==> src/rtl/pmem_arb_pkg.sv <==
// Shared types and helpers for the physical-memory port arbiter.
package pmem_arb_pkg;

  typedef enum logic [1:0] {
    IDLE,
    BUSY,
    RESPOND,
    RECOVER
  } arb_state_e;

  typedef enum logic {
    OP_READ,
    OP_WRITE
  } arb_op_e;

  // Index width for a port count; never narrower than one bit.
  function automatic int unsigned idx_w(input int unsigned n);
    return (n > 1) ? $clog2(n) : 1;
  endfunction

endpackage

==> src/rtl/pmem_arbiter_rr_pick.sv <==
// Combinational winner selection: round-robin from a pointer or fixed lowest-index priority.
module arb_pick
  import pmem_arb_pkg::*;
#(
  parameter int unsigned NUM_PORTS = 2,
  parameter int unsigned IDX_W     = idx_w(NUM_PORTS)
) (
  input  logic [NUM_PORTS-1:0] req,
  input  logic [IDX_W-1:0]     ptr,
  input  logic                 rr_mode,
  output logic [IDX_W-1:0]     win_idx,
  output logic                 win_valid
);

  logic [2*NUM_PORTS-1:0] req_dbl;
  logic [2*NUM_PORTS-1:0] req_rot;
  int unsigned            base;
  int unsigned            pos;

  // Doubling the vector lets a single forward scan from the pointer cover the wrap-around.
  always_comb begin
    req_dbl   = {req, req};
    base      = rr_mode ? 32'(ptr) : '0;
    req_rot   = req_dbl >> base;
    pos       = '0;
    win_idx   = '0;
    win_valid = 1'b0;
    for (int unsigned i = 0; i < NUM_PORTS; i++) begin
      if (!win_valid && req_rot[i]) begin
        win_valid = 1'b1;
        pos       = base + i;
        win_idx   = IDX_W'((pos >= NUM_PORTS) ? pos - NUM_PORTS : pos);
      end
    end
  end

endmodule

==> src/rtl/pmem_arbiter_rr.sv <==
// N-port arbiter in front of a single physical-memory port; one transaction in flight,
// request latched at grant, registered read data returned with a one-cycle ready pulse.
module pmem_arbiter_rr
  import pmem_arb_pkg::*;
#(
  parameter int unsigned NUM_PORTS = 2,
  parameter int unsigned ADDR_W    = 32,
  parameter int unsigned DATA_W    = 256,
  parameter int unsigned RR_MODE   = 1
) (
  input  logic                        clk,
  input  logic                        rst,
  input  logic [NUM_PORTS-1:0]        req_read,
  input  logic [NUM_PORTS-1:0]        req_write,
  input  logic [NUM_PORTS*ADDR_W-1:0] req_addr,
  input  logic [NUM_PORTS*DATA_W-1:0] req_wdata,
  output logic [NUM_PORTS-1:0]        port_ready,
  output logic [DATA_W-1:0]           resp_rdata,
  output logic                        pmem_read,
  output logic                        pmem_write,
  output logic [ADDR_W-1:0]           pmem_addr,
  output logic [DATA_W-1:0]           pmem_wdata,
  input  logic [DATA_W-1:0]           pmem_rdata,
  input  logic                        pmem_resp
);

  localparam int unsigned IDX_W = idx_w(NUM_PORTS);

  arb_state_e             state_q, state_d;
  arb_op_e                op_q, op_d;
  logic [IDX_W-1:0]       grant_q, grant_d;
  logic [IDX_W-1:0]       ptr_q, ptr_d;
  logic [ADDR_W-1:0]      addr_q, addr_d;
  logic [DATA_W-1:0]      wdata_q, wdata_d;
  logic [DATA_W-1:0]      rdata_q, rdata_d;
  logic [NUM_PORTS-1:0]   ready_q, ready_d;
  logic                   rd_q, rd_d;
  logic                   wr_q, wr_d;

  logic [NUM_PORTS-1:0]   req_any;
  logic [IDX_W-1:0]       win_idx;
  logic                   win_valid;

  assign req_any = req_read | req_write;

  arb_pick #(
    .NUM_PORTS (NUM_PORTS),
    .IDX_W     (IDX_W)
  ) u_pick (
    .req       (req_any),
    .ptr       (ptr_q),
    .rr_mode   (RR_MODE != 0),
    .win_idx   (win_idx),
    .win_valid (win_valid)
  );

  always_comb begin
    state_d = state_q;
    op_d    = op_q;
    grant_d = grant_q;
    ptr_d   = ptr_q;
    addr_d  = addr_q;
    wdata_d = wdata_q;
    rdata_d = rdata_q;
    ready_d = '0;
    rd_d    = 1'b0;
    wr_d    = 1'b0;
    unique case (state_q)
      IDLE: begin
        if (win_valid) begin
          grant_d = win_idx;
          op_d    = req_write[win_idx] ? OP_WRITE : OP_READ;
          addr_d  = req_addr[32'(win_idx) * ADDR_W +: ADDR_W];
          wdata_d = req_wdata[32'(win_idx) * DATA_W +: DATA_W];
          rd_d    = !req_write[win_idx];
          wr_d    = req_write[win_idx];
          state_d = BUSY;
        end
      end
      BUSY: begin
        if (pmem_resp) begin
          if (op_q == OP_READ) rdata_d = pmem_rdata;
          ready_d[grant_q] = 1'b1;
          state_d          = RESPOND;
        end else begin
          rd_d = (op_q == OP_READ);
          wr_d = (op_q == OP_WRITE);
        end
      end
      RESPOND: begin
        if (RR_MODE != 0) begin
          ptr_d = (grant_q == IDX_W'(NUM_PORTS - 1)) ? '0 : grant_q + 1'b1;
        end
        state_d = RECOVER;
      end
      RECOVER: state_d = IDLE;
      default: state_d = IDLE;
    endcase
  end

  always_ff @(posedge clk or posedge rst) begin
    if (rst) begin
      state_q <= IDLE;
      op_q    <= OP_READ;
      grant_q <= '0;
      ptr_q   <= '0;
      addr_q  <= '0;
      wdata_q <= '0;
      rdata_q <= '0;
      ready_q <= '0;
      rd_q    <= 1'b0;
      wr_q    <= 1'b0;
    end else begin
      state_q <= state_d;
      op_q    <= op_d;
      grant_q <= grant_d;
      ptr_q   <= ptr_d;
      addr_q  <= addr_d;
      wdata_q <= wdata_d;
      rdata_q <= rdata_d;
      ready_q <= ready_d;
      rd_q    <= rd_d;
      wr_q    <= wr_d;
    end
  end

  // Address and write line are held internally but only presented while a strobe is up.
  assign pmem_read  = rd_q;
  assign pmem_write = wr_q;
  assign pmem_addr  = (rd_q | wr_q) ? addr_q : '0;
  assign pmem_wdata = (rd_q | wr_q) ? wdata_q : '0;
  assign port_ready = ready_q;
  assign resp_rdata = rdata_q;

endmodule

==> config.mk <==
export PLATFORM = sky130hd
export DESIGN_NAME = pmem_arbiter_rr
export DESIGN_NICKNAME = d
export VERILOG_FILES = /design/src/rtl/pmem_arb_pkg.sv /design/src/rtl/pmem_arbiter_rr_pick.sv /design/src/rtl/pmem_arbiter_rr.sv
export SDC_FILE = /design/constraint.sdc
export NUM_CORES = 1
export LEC_CHECK = 0
export CAP_MARGIN = 20
export CORE_AREA = 2 2 545 547
export CTS_CLUSTER_SIZE = 10
export DETAILED_ROUTE_END_ITERATION = 16
export DIE_AREA = 0 0 547 549
export GPL_TIMING_DRIVEN = 0
export HOLD_SLACK_MARGIN = 0.06
export PLACE_DENSITY = 0.3
export REMOVE_ABC_BUFFERS = 1
export SYNTH_ARGS = -nofsm -noshare
export SYNTH_HDL_FRONTEND = slang
export SYNTH_SLANG_ARGS = --single-unit
==> constraint.sdc <==
create_clock -name clk -period 23 [get_ports clk]
set_clock_uncertainty 0.05 [all_clocks]
set_input_delay 6.9 -clock clk [delete_from_list [all_inputs] [get_ports clk]]
set_output_delay 6.9 -clock clk [all_outputs]
set_load 0.1 [all_outputs]
==> results by group, run 1 <==
Status
  • Status: complete, no violations

Synthesis
  • Area leader, netlist: dfrtp_1
  • Largest cells by area after synthesis: dfrtp_1 54%, mux2_2 11%, a31oi_1 7.1%, nor2b_1 7.1%, a21oi_1 5.7%
  • Yosys warnings: 0
  • Register bit total from synthesis: about 550
  • Synthesized area: 0.0256 mm²
  • EDFF count, synth: 0
  • Most instantiated cells after synthesis: 553 x dfrtp_1, 293 x nor2_1, 289 x a21oi_1, 289 x a31oi_1, 289 x nor2b_1
  • Yosys top cell area share: between 50% and 60%
  • Synthesized area per cell: between 10 and 15 µm²
  • Fraction of registers with async set or reset after synthesis: 100%
  • Post-synthesis cell type count: 29
  • Mapped Cells: roughly 2,500
  • Seq/Total Area, Yosys: between 50% and 60%
  • Most common flop cell mapped by yosys: dfrtp_1
  • Most common cell in the netlist: dfrtp_1

Global routing
  • Tot GR Track Use: between 10% and 20%
  • Vias in the first global route: around 29,000
  • Wire length of the first global-routing pass: 272,000 µm
  • Pin count of the biggest net entering global routing: 93
  • Grt ovf: 0
  • Initial antenna violation count: between 150 and 200

Detailed routing
  • Antenna Violating Nets Remaining: 0
  • Highest routed layer: met5
  • Met1 WL: roughly 76,000 µm
  • DR vias/cell: around 3.4
  • Vias: about 27,000
  • Metal3 WL: about 24,000 µm
  • Metal2 WL: ~99,000 µm
  • DR WL/cell: between 20 and 30 µm
  • DRT Pass-1 Iters: 5
  • Drt initial violations: 1,303
  • DRC viols: 0
  • Routed wire length: between 200,000 and 250,000 µm

Min path
  • Hold Crit Class: reg2reg
  • Hold Crit Start: resp_rdata[81]$_DFFE_PP0P_
  • Worst hold stages: 1
  • Worst Hold End: resp_rdata[81]$_DFFE_PP0P_

Finish
  • Layout Cells excl Fill: about 8,000
  • FF/Latch Area: 0.0138 mm²
  • Number of fillers in the final layout: 32,900
  • # nets final: ~4,800
  • Layout area overhead: 95.1%
  • Share of cells above drive strength 1: between 10% and 20%
  • Area of the multi-input gates: ~0.011 mm²
  • Post-route cell area: roughly 0.05 mm²

Clock tree
  • Post-CTS sizing: 0
  • Worst skew pair latency: between 700 and 800 ps
  • CTS hold repair buffers: 0
  • Root buffer cell: clkbuf_16
  • Reg clk slew, reported paths: 60 ps
  • Clock Tree Buf Depth: 4
  • CTS Sinks: about 550
  • CTS tree: yes
  • Post CTS Setup Buffer Count: 0
  • Htree depth: 3
  • CTS Buf Count: 90

Critical path
  • Highest net fanout along the worst path: 31
  • Reg2reg start: state_q[0]$_DFFE_PP0P_
  • CP Capture Type: primary output
  • FF-to-FF path depth: 18
  • Required time of the worst setup path: approximately 16,000 ps
  • Crit path arrival time: approximately 4400 ps
  • Reg-to-reg slack, setup: 19,050 ps
  • Setup CP Type: reg2out
  • Startpoint Class: register
  • Reg-to-reg endpoint: wdata_q[157]$_DFFE_PP0P_

Timing
  • Fmax: between 0.08 and 0.09 GHz
  • Tcrit/Tclk final: approximately half
  • Final worst slack: around 12,000 ps
  • Final setup vio count: 0
  • Relative slew margins: about a fifth
  • Clock period minus worst slack: about 11,000 ps
  • Setup TNS: 0 ps
  • Least-Margin Pin Slew: approximately 1200 ps
  • RSZ-0062 raised after global routing: no
  • Final Hold Viols: 0
  • Max Slew Vio Count: 0

Die
  • Initial Util: about 8.7%
  • Die Wd: 547 µm
  • Core Region: 0.295 mm²
  • Cell Rows: 200
  • IO Pins: 1,387
  • Die area: 0.300 mm²
  • Die Ht: roughly 550 µm

Place
  • RD Place Congestion: slightly above 0.8
  • Post-Place Worst Slack: around 12,000 ps
  • Detailed placement HPWL: 167,000 µm
  • Cell Area, Placed: between 0.04 and 0.05 mm²
  • Placed cells: 7,778
  • IO Port Bufs: ~1,400

Run
  • Max_cap viols: 0
[registers in the layout, indices dropped and copies added (netlist names)]
register	flops
resp_rdata	256
addr_q	32
op_q	1
pmem_write	1
grant_q	1
port_ready	2
wdata_q	256
pmem_read	1
ptr_q	1
state_q	2
[worst max-delay path, cell delays in order (launching register included)]
cell and delay, ps:
dfrtp_1 410, nor2_4 730, buf_12 290, buf_12 230, buf_12 240, buf_12 220, buf_12 220, nor2b_1 100
clkdlybuf4s50_1 1010
[metal layers]
metal	global-route usage [%]	vias to the layer above
li1	-	11800
met4	3.11	176
met3	6.91	386
met1	14.2	13500
met2	22.5	1317
met5	0	-
[logic make-up (layout without fill, tap and decap cells)]
group / Yosys count / in the layout / share of synthesized area, %
other: 0 / 40 / 0
buffers and inverters: 254 / 1717 / 4.22
muxes: 257 / 257 / 11.3
AOI/OAI and AO/OA: 877 / 877 / 18.7
and+or+nand+nor: 589 / 589 / 11.5
DFF: 553 / 553 / 54.1
adders and majority gates: 3 / 3 / 0.147
[per-stage QoR]
stage	hold WS (ps)	utilization, %
after global routing	462	16.9
after floorplan	385	-
after detailed placement	443	15.9
after CTS	455	16.9
final	451	16.9
after global placement	439	14.7
[worst max-delay path by stage]
stage                          from                  endpoint  cells past startpoint
4_1_cts        pmem_write$_DFF_PP0_           pmem_wdata[221]                      8
2_1_floorplan                   rst     addr_q[0]$_DFFE_PP0P_                      1
3_3_place_gp           req_write[1]  wdata_q[199]$_DFFE_PP0P_                      4
3_5_place_dp           req_write[1]  wdata_q[157]$_DFFE_PP0P_                     17
5_1_grt        pmem_write$_DFF_PP0_            pmem_wdata[58]                      8
6_report       pmem_write$_DFF_PP0_           pmem_wdata[221]                      8
[placed cells by master, fill, tap and decap left out, types with 2 or more instances in the layout]
master | synthesis | layout
a21oi_1 | 289 | 289
a31oi_1 | 289 | 289
buf_12 | 0 | 98
buf_16 | 0 | 47
buf_4 | 1 | 3
buf_6 | 0 | 22
buf_8 | 0 | 4
bufinv_16 | 0 | 3
clkbuf_1 | 142 | 20
clkbuf_16 | 0 | 90
clkbuf_8 | 0 | 22
clkdlybuf4s50_1 | 0 | 1385
clkinv_2 | 0 | 8
clkinvlp_4 | 0 | 5
dfrtp_1 | 553 | 553
diode_2 | 0 | 40
ha_1 | 3 | 3
inv_1 | 4 | 3
inv_6 | 0 | 2
mux2_2 | 257 | 257
nand2_1 | 3 | 3
nor2_1 | 293 | 292
nor2_4 | 0 | 2
nor2b_1 | 289 | 289
o21ai_0 | 288 | 288
o21ai_1 | 2 | 2
[layout make-up]
cell class / instances / share of cell area [%]
Antenna cell: 40 / 0.200
Sequential cell: 553 / 27.7
Clock buffer: 132 / 5.27
Multi-Input combinational cell: 1726 / 21.5
Inverter: 4 / 0.0451
Clock inverter: 21 / 0.461
Tap cell: 3939 / 9.87
Timing Repair Buffer: 1560 / 35.0
Power of run 1 is left out: the tool's default activity adds up to more than one toggle a clock period on the data nets, which glitch-free logic cannot reach.
==> run 2: changes to the inputs <==
==> constraint.sdc (replaced) <==
create_clock -name clk -period 10.2 [get_ports clk]
set_clock_uncertainty 0.05 [all_clocks]
set_input_delay 3.06 -clock clk [delete_from_list [all_inputs] [get_ports clk]]
set_output_delay 3.06 -clock clk [all_outputs]
set_load 0.1 [all_outputs]
==> results of run 2 <==
The final DEF is identical to that of run 1. Status: complete, no violations.
Among the figures that moved: setup slack after placement 11770 ps -> 2810 ps; setup slack after layout 11640 ps -> 2680 ps; register-to-register setup slack 19050 ps -> 6250 ps
Power of run 2 is left out for the same reason.
==> run 3: changes to the inputs <==
==> constraint.sdc (replaced) <==
create_clock -name clk -period 6.3 [get_ports clk]
set_clock_uncertainty 0.05 [all_clocks]
set_input_delay 1.89 -clock clk [delete_from_list [all_inputs] [get_ports clk]]
set_output_delay 1.89 -clock clk [all_outputs]
set_load 0.1 [all_outputs]
==> results by group, run 3 (synthesis gave the netlist of run 1 again) <==
Clock tree
  • CTS tree: yes
  • Root buffer cell: clkbuf_16
  • Post CTS Setup Buffer Count: 0 (unchanged)
  • Reg clk slew, reported paths: 60 ps (about the same)
  • Clock Tree Buf Depth: 4 (unchanged)
  • CTS Sinks: 553 (unchanged)
  • Htree depth: 3 (unchanged)
  • Worst skew pair latency: 770 ps (about the same)
  • CTS Buf Count: 90 (unchanged)

Timing
  • Tcrit/Tclk final: a little over nine tenths
  • Clock period minus worst slack: approximately 6000 ps
  • RSZ-0062 raised after global routing: no
  • Max Slew Vio Count: 0 (unchanged)
  • Fmax: ~0.16 GHz
  • Final Hold Viols: 0 (unchanged)
  • Relative slew margins: 18.9% (-0.073 points)
  • Least-Margin Pin Slew: 1210 ps (+1.09 ps)
  • Setup TNS: 0 ps (unchanged)
  • Final setup vio count: 0 (unchanged)

Global routing
  • Pin count of the biggest net entering global routing: 93 (unchanged)
  • Tot GR Track Use: 13.2% (+0.014 points)
  • Grt ovf: 0 (unchanged)
  • Vias in the first global route: 28,600 (+0.088%)
  • Wire length of the first global-routing pass: 272,000 µm (about the same)
  • Initial antenna violation count: 182 (-0.55%)

Die
  • Die Wd: 547 µm (unchanged)
  • Initial Util: 8.67% (unchanged)
  • Die area: 0.300 mm² (unchanged)
  • Core Region: 0.295 mm² (unchanged)
  • IO Pins: 1,387 (unchanged)
  • Cell Rows: 200 (unchanged)
  • Die Ht: 549 µm (unchanged)

Critical path
  • Setup CP Type: reg2out
  • Required time of the worst setup path: approximately 4400 ps
  • Highest net fanout along the worst path: 31 (unchanged)
  • Crit path arrival time: 4180 ps (-230 ps)
  • CP bufs+invs: 6 (unchanged)
  • CP delay by family, top: buffers and inverters
  • Worst path cell trace: nor2_4 -> buf_12 -> buf_12 -> buf_12 -> buf_12 -> buf_12 -> nor2b_1 -> clkdlybuf4s50_1
  • Slowest stage delay, CP: 1010 ps (about the same)
  • Critical Path Most Common Cell: buf_12
  • Startpoint Class: register
  • Crit path max-delay cell type: clkdlybuf4s50_1
  • CP Capture Type: primary output

Detailed routing
  • DRC viols: 0 (unchanged)
  • Routed wire length: 205,000 µm (about the same)
  • DR WL/cell: 25.7 µm (about the same)
  • DRT Pass-1 Iters: 5 (unchanged)
  • Drt initial violations: 1,314 (+0.84%)
  • DR vias/cell: 3.41 (about the same)
  • Vias: 27,200 (-0.040%)
  • Antenna Violating Nets Remaining: 0 (unchanged)

Min path
  • Hold Crit Class: reg2reg

Place
  • IO Port Bufs: 1,386 (unchanged)
  • Detailed placement HPWL: 167,000 µm (unchanged)
  • RD Place Congestion: 0.804 (unchanged)

Finish
  • # nets final: 4,778 (+0.021%)
  • Most frequent cells in the layout: 1,375 x clkdlybuf4s50_1, 553 x dfrtp_1, 292 x nor2_1
  • Commonest non-fill, non-tap cell in the layout: clkdlybuf4s50_1
  • Share of cells above drive strength 1: 14.4% (+0.021 points)
  • Number of fillers in the final layout: 32,900 (+0.0061%)
  • Layout area overhead: 95.3% (about the same)

Run
  • Max_cap viols: 0 (unchanged)

Status
  • Status: complete, no violations
[run 3: changes by cell type in the layout (fill, tap and decap cells not counted), sizes merged]
cell | before | now
clkdlybuf4s50 | 1385 | 1375
diode | 40 | 43
dlygate4sd2 | 0 | 1
dlymetal6s2s | 0 | 9
nor2 | 294 | 295
[run 3: cell type report]
class | instances | area (µm²) | area share, %
timing repair buffer | 1560 | 17500 | 35.0
sequential | 553 | 13800 | 27.7
multi-input combinational | 1727 | 10700 | 21.5
tap | 3939 | 4930 | 9.86
clock buffer | 132 | 2630 | 5.26
clock inverter | 21 | 230 | 0.461
antenna | 43 | 108 | 0.215
inverter | 4 | 22.5 | 0.0451
[run 3: per-stage QoR]
| stage | hold WS, ps | area, µm² | utilization (%) | setup WS [ps] | cells |
|---|---|---|---|---|---|
| 2_1_floorplan | 385 | 24500 | - | -11100 | 2283 |
| 5_1_grt | 462 | 49900 | 16.9 | 2.41 | 7938 |
| 3_5_place_dp | 443 | 46900 | 15.9 | 76.1 | 7778 |
| 6_report | 451 | 50000 | 16.9 | 178 | 7979 |
| 3_3_place_gp | 439 | 43300 | 14.7 | -30070 | 7608 |
| 4_1_cts | 455 | 49800 | 16.9 | 33.2 | 7932 |
[run 3: worst paths after layout]
path | start | end | slack, ps | depth (start not counted)
setup / recovery | pmem_read$_DFF_PP0_ | pmem_addr[2] | 180 | 8
hold / removal | resp_rdata[81]$_DFFE_PP0P_ | resp_rdata[81]$_DFFE_PP0P_ | 450 | 1
setup reg to reg | state_q[0]$_DFFE_PP0P_ | wdata_q[157]$_DFFE_PP0P_ | 2350 | 18
hold reg to reg | resp_rdata[81]$_DFFE_PP0P_ | resp_rdata[81]$_DFFE_PP0P_ | 450 | 1
max in group asynchronous | rst | wdata_q[50]$_DFFE_PP0P_ | 2580 | 5
min in group asynchronous | rst | resp_rdata[49]$_DFFE_PP0P_ | 1590 | 2
[run 3: per-layer routing]
metal / wire length [µm] / share of wire (%) / GRT usage (%) / vias up
met4: 5230 / 2.5 / 3.11 / 174
met1: 76100 / 37 / 14.3 / 13500
met3: 24000 / 12 / 6.90 / 378
li1: - / - / - / 11800
met5: 1120 / 0.55 / 0 / -
met2: 98800 / 48 / 22.5 / 1325
[run 3: repair_timing]
item / 4_1_cts / 5_1_grt
hold buffers: 0 / 0
endpoints found under the setup margin: 57 / 9
gates cloned: 1 / 0
resized for setup: 1 / 9
pin swaps: 1 / 0
[run 3: worst register-to-register path, cell delays in order, from the launching register on]
cell	delay (ps)
dfrtp_1	370
inv_1	70
ha_1	300
o41ai_4	110
buf_6	230
buf_8	160
buf_6	190
buf_6	210
buf_6	180
buf_6	170
buf_6	200
buf_6	220
buf_6	200
buf_6	210
buf_6	220
buf_6	210
buf_6	220
a31oi_1	120
a21oi_1	200
Power of run 3 is left out for the same reason.
